[src/rtl/matrix_pkg.sv]
// Shared constants, state encoding and entry slicing for the matrix result path.
package matrix_pkg;

    localparam int unsigned DIM       = 4;
    localparam int unsigned ENTRY_W   = 6;
    localparam int unsigned FIELD_W   = 3;
    localparam int unsigned N_ENTRIES = DIM * DIM;
    localparam int unsigned RESULT_W  = N_ENTRIES * ENTRY_W;
    localparam int unsigned IDX_W     = $clog2(N_ENTRIES);
    localparam int unsigned DIM_W     = $clog2(DIM);

    typedef enum logic [1:0] {
        IDLE   = 2'd0,
        STREAM = 2'd1,
        DONE   = 2'd2
    } stream_state_t;

    // Entry k is stored row-major starting at the MSB end of the packed word.
    function automatic logic [ENTRY_W-1:0] entry_of(input logic [RESULT_W-1:0] word,
                                                    input logic [IDX_W-1:0]    k);
        logic [RESULT_W-1:0] shifted;
        shifted = word >> ((N_ENTRIES - 1 - int'(k)) * ENTRY_W);
        return shifted[ENTRY_W-1:0];
    endfunction

endpackage

[src/rtl/result_entry_mux.sv]
// Selects one entry of the captured result word and optionally sign-extends
// the adder result field for subtraction results.
module result_entry_mux
    import matrix_pkg::*;
(
    input  logic [RESULT_W-1:0] word,
    input  logic [IDX_W-1:0]    idx,
    input  logic                sub_mode,
    output logic [ENTRY_W-1:0]  data
);

    logic [ENTRY_W-1:0] raw;

    // Slice the addressed entry, then widen the low field's sign for subtraction.
    always_comb begin
        raw = entry_of(word, idx);
        if (sub_mode) begin
            data = {{(ENTRY_W - FIELD_W){raw[FIELD_W-1]}}, raw[FIELD_W-1:0]};
        end else begin
            data = raw;
        end
    end

endmodule

[src/rtl/mat_result_streamer.sv]
// Captures the 4x4 matrix result on the rising edge of the upstream finish level
// and streams its 16 entries over a valid/ready interface with row/col/last tags.
module mat_result_streamer
    import matrix_pkg::*;
(
    input  logic                clk,
    input  logic                rst,
    input  logic [RESULT_W-1:0] mat_in,
    input  logic                res_valid,
    input  logic                sub_mode,
    output logic [ENTRY_W-1:0]  out_data,
    output logic [DIM_W-1:0]    out_row,
    output logic [DIM_W-1:0]    out_col,
    output logic                out_last,
    output logic                out_valid,
    input  logic                out_ready,
    output logic                busy,
    output logic                done
);

    localparam logic [IDX_W-1:0] LAST_IDX = IDX_W'(N_ENTRIES - 1);

    stream_state_t       state;
    logic                res_valid_q;
    logic                rise;
    logic [IDX_W-1:0]    count;
    logic [RESULT_W-1:0] cap_word;
    logic                cap_sub;
    logic [ENTRY_W-1:0]  mux_data;
    logic                at_last;

    assign rise    = res_valid & ~res_valid_q;
    assign at_last = (count == LAST_IDX);

    // Previous-cycle copy of the finish level, tracked in every state.
    always_ff @(posedge clk or negedge rst) begin
        if (!rst) begin
            res_valid_q <= 1'b0;
        end else begin
            res_valid_q <= res_valid;
        end
    end

    // Capture / stream / done sequencer with registered valid, busy and done.
    always_ff @(posedge clk or negedge rst) begin
        if (!rst) begin
            state     <= IDLE;
            count     <= '0;
            cap_word  <= '0;
            cap_sub   <= 1'b0;
            out_valid <= 1'b0;
            busy      <= 1'b0;
            done      <= 1'b0;
        end else begin
            case (state)
                IDLE: begin
                    done <= 1'b0;
                    if (rise) begin
                        cap_word  <= mat_in;
                        cap_sub   <= sub_mode;
                        count     <= '0;
                        out_valid <= 1'b1;
                        busy      <= 1'b1;
                        state     <= STREAM;
                    end
                end
                STREAM: begin
                    if (out_valid && out_ready) begin
                        count <= count + 1'b1;
                        if (at_last) begin
                            out_valid <= 1'b0;
                            done      <= 1'b1;
                            state     <= DONE;
                        end
                    end
                end
                DONE: begin
                    done  <= 1'b0;
                    busy  <= 1'b0;
                    state <= IDLE;
                end
                default: begin
                    out_valid <= 1'b0;
                    busy      <= 1'b0;
                    done      <= 1'b0;
                    state     <= IDLE;
                end
            endcase
        end
    end

    result_entry_mux u_mux (
        .word     (cap_word),
        .idx      (count),
        .sub_mode (cap_sub),
        .data     (mux_data)
    );

    // Entry payload and tags are only meaningful while an entry is presented.
    always_comb begin
        out_data = '0;
        out_row  = '0;
        out_col  = '0;
        out_last = 1'b0;
        if (out_valid) begin
            out_data = mux_data;
            out_row  = count[IDX_W-1 -: DIM_W];
            out_col  = count[DIM_W-1:0];
            out_last = at_last;
        end
    end

endmodule

[config.mk]
export PLATFORM = sky130hd
export DESIGN_NAME = mat_result_streamer
export DESIGN_NICKNAME = d
export VERILOG_FILES = /design/src/rtl/matrix_pkg.sv /design/src/rtl/result_entry_mux.sv /design/src/rtl/mat_result_streamer.sv
export SDC_FILE = /design/constraint.sdc
export NUM_CORES = 1
export LEC_CHECK = 0
export ABC_AREA = 1
export CAP_MARGIN = 0
export CORE_AREA = 3 3 122 124
export CTS_CLUSTER_SIZE = 10
export DETAILED_ROUTE_END_ITERATION = 8
export DIE_AREA = 0 0 125 127
export MAX_ROUTING_LAYER = met4
export PLACE_DENSITY_LB_ADDON = 0.05
export SLEW_MARGIN = 0
export SYNTH_ARGS = -nofsm -noshare
export SYNTH_HDL_FRONTEND = slang
export SYNTH_SLANG_ARGS = --single-unit
[constraint.sdc]
create_clock -name clk -period 2.85 [get_ports clk]
set_input_delay 0.57 -clock clk [delete_from_list [all_inputs] [get_ports clk]]
set_output_delay 0.57 -clock clk [all_outputs]
set_load 0.05 [all_outputs]
==> results.json <==
{
  "vias": 7040,
  "ys_top_cells_by_area": "dfrtp_1 (39%), nand2_1 (32%), nand3_1 (14%)",
  "violations": "setup timing",
  "drc": 0,
  "worst_pin_slew_ns": 0.954,
  "hp-class": "input pin to async pin",
  "synth.largest_area_cell": "dfrtp_1",
  "first_global_vias": 6434,
  "dp_cells": 1321,
  "synthTopCellsByCount": "nand2_1 (582), nand3_1 (195), dfrtp_1 (107)",
  "critPathSlowestCell": "fa_2",
  "cp_common_cell": "buf_6",
  "period_share_pct": 118,
  "ys_warn_count": 0,
  "clockPowerShare_pct": 41.8,
  "htree_levels": 3,
  "synth_edf_count": 0,
  "async_flop_share_pct": 100,
  "p_switching_mw": 0.649,
  "synth_ff_type": "dfrtp_1",
  "grt_antenna_before_repair": 0,
  "ys_seq_elements": 107,
  "drt-total-wl_um": 18700,
  "cts.clk_slew.worst_paths_ns": 0.07,
  "arrival_ns": 2.80,
  "die_h_um": 127,
  "portBuffers": 114,
  "path_class": "flop to primary output",
  "synthDistinctLibCells": 22,
  "drt_pass1_iterations": 7,
  "maxCapViolations": 0,
  "dp_hpwl_um": 13100,
  "synth_fp_nets": 1166,
  "setup_viol": 6,
  "yosysMostFrequentCell": "nand2_1",
  "status": "finished with violations",
  "min_period_ns": 3.37,
  "startpoint": "count[0]$_DFFE_PN0P_",
  "comb_power_share_pct": 5.8,
  "wl_per_cell_um": 13.8,
  "clock_sinks": 107,
  "synth-seq-area-share_pct": 39.4,
  "syn_inst": 1057,
  "grt_pass1_wl_um": 31700,
  "layout-area-overhead-vs-synth_pct": 30.7,
  "synth.top_cell.area_share_pct": 39.4,
  "ant_nets": 0,
  "drive_gt1_share_pct": 11.1,
  "clk_latency_ns": 0.36,
  "stdcell_count": 1351,
  "finalClockSkew_ns": 0.00956,
  "power.density_mw_per_mm2": 327,
  "synth.avg_cell_area_um2": 6.43,
  "synth_area_mm2": 0.00679,
  "drt_iter0_drc": 720,
  "crit_chain": "inv_4 -> ha_4 -> inv_2 -> fa_2 -> buf_6 -> buf_6 -> buf_6 -> nand3_2 -> nand3_1 -> nand3_2 -> a21oi_2 -> nand2_2 -> clkinvlp_4 -> buf_12",
  "die_w_um": 125,
  "critPathCaptureType": "primary output",
  "fin_tns_setup_ns": -3.00,
  "coreArea_mm2": 0.0139,
  "nFillCells": 1309,
  "rsz0062_at_grt": "true",
  "globalRouteOverflowTotal": 0,
  "num_io_pins": 115,
  "track_usage_pct": 24.4,
  "grt_max_degree": 102,
  "initial_utilization_pct": 48.9,
  "worstReg2RegStart": "count[0]$_DFFE_PN0P_",
  "cts_root_buffer": "clkbuf_16",
  "gp_congestion": 0.930,
  "max-vdd-ir-drop_uv": 285,
  "hold_violations": 0,
  "swShare_pct": 22.4,
  "fin_ws_ns": -0.524,
  "slew-limit-headroom_pct": 36.4,
  "finalNetCount": 1275,
  "cp.required_ns": 2.28,
  "cts_tree": "yes",
  "cts_buffers": 9,
  "p_leak_nw": 4.45,
  "seqPwrFrac_pct": 52.3,
  "maxSlewViolCount": 0,
  "cts_max_path_buffers": 2,
  "crit_path_start_kind": "flop",
  "dieArea_mm2": 0.0159,
  "max_stage_delay_ns": 0.66,
  "num_rows": 43,
  "vias_per_cell": 5.21,
  "crit_fanout": 5,
  "antenna_cells": 0,
  "internal_power_mw": 2.25,
  "clock.fmax_mhz": 296
}
state kept, by name, summed over array words and instances (netlist names):
| name | flops |
|---|---|
| done | 1 |
| res_valid_q | 1 |
| busy | 1 |
| out_valid | 1 |
| count | 4 |
| state | 2 |
| cap_sub | 1 |
| cap_word | 96 |
power by group through the flow:
| stage | sequential [mW] | combinational, mW | clock [mW] |
|---|---|---|---|
| after floorplan | 1.55 | 0.000574 | 0 |
| after global placement | 1.55 | 0.170 | 0 |
| after detailed placement | 1.55 | 0.172 | 0 |
| after CTS | 1.52 | 0.173 | 1.25 |
| after global routing | 1.52 | 0.184 | 1.29 |
| final | 1.52 | 0.170 | 1.21 |
routing by layer:
metal	share of wire (%)	GRT usage [%]	vias to the layer above
li1	-	-	3557
met1	47	34.8	3229
met2	45	36.4	227
met3	5.7	3.93	27
met4	1.8	7.08	0
met5	0	-	-
critical path, delay by kind of cell (launching register included):
kind / cells / cell delay [ns]
adders and majority gates: 2 / 0.79
buffers and inverters: 7 / 0.70
DFF: 1 / 0.42
and+or+nand+nor: 4 / 0.36
AOI/OAI and AO/OA: 1 / 0.18
final timing paths:
path / end / slack, ns / depth (start not counted)
worst max register to register: out_valid$_DFFE_PN0P_ / 0.75 / 7
worst min-delay path: cap_word[39]$_DFFE_PN0P_ / 0.15 / 1
worst max-delay path: out_data[1] / -0.52 / 14
min in group clk: cap_word[21]$_DFFE_PN0P_ / 0.51 / 2
max in group asynchronous: count[0]$_DFFE_PN0P_ / 2.02 / 2
worst min register to register: cap_word[21]$_DFFE_PN0P_ / 0.51 / 2
cell families after synthesis:
family | share of synthesized area (%)
and+or+nand+nor | 47.5
DFF | 39.4
AOI/OAI and AO/OA | 3.44
buffers and inverters | 7.83
xor gates and xnor gates | 0.258
adders and majority gates | 1.58
placed cells by master (no fill, tap or decap), drive strengths merged, types with 7 or more instances in the layout:
cell type	instances
dfrtp	107
ha	7
a21oi	18
clkdlybuf4s50	105
o21ai	19
nand3	195
inv	37
clkbuf	10
nor2	14
nand2	583
buf	61
stage by stage:
stage / utilization [%] / hold slack, ns / total power [mW] / instance area [um2] / worst slack (ns)
finish: 63.9 / 0.146 / 2.90 / 8870 / -0.524
global route: 63.9 / 0.162 / 2.99 / 8870 / -0.635
detailed placement: 59.5 / 0.490 / 1.72 / 8260 / -0.267
global placement: 59.5 / 0.489 / 1.72 / 8260 / -0.201
floorplan: - / 0.274 / 1.55 / 6880 / -0.196
CTS: 63.6 / 0.146 / 2.94 / 8820 / -0.453
area by class of cell:
cell class	instances	area, um2	share of cell area [%]
Clock buffer	10	229	2.58
Tap cell	180	225	2.54
Multi-Input combinational cell	846	3780	42.6
Timing Repair Buffer	166	1750	19.7
Clock inverter	6	55.1	0.620
Timing Repair inverter	1	6.26	0.0705
Inverter	35	150	1.69
Sequential cell	107	2680	30.2
timing repair:
item,4_1_cts,5_1_grt
resized for setup,43,8
setup endpoints to repair,6,7
buffers inserted,8,2
pin swaps,25,5
hold buffers,0,0
cloned,4,0
Power figures use the tool's default switching activity.
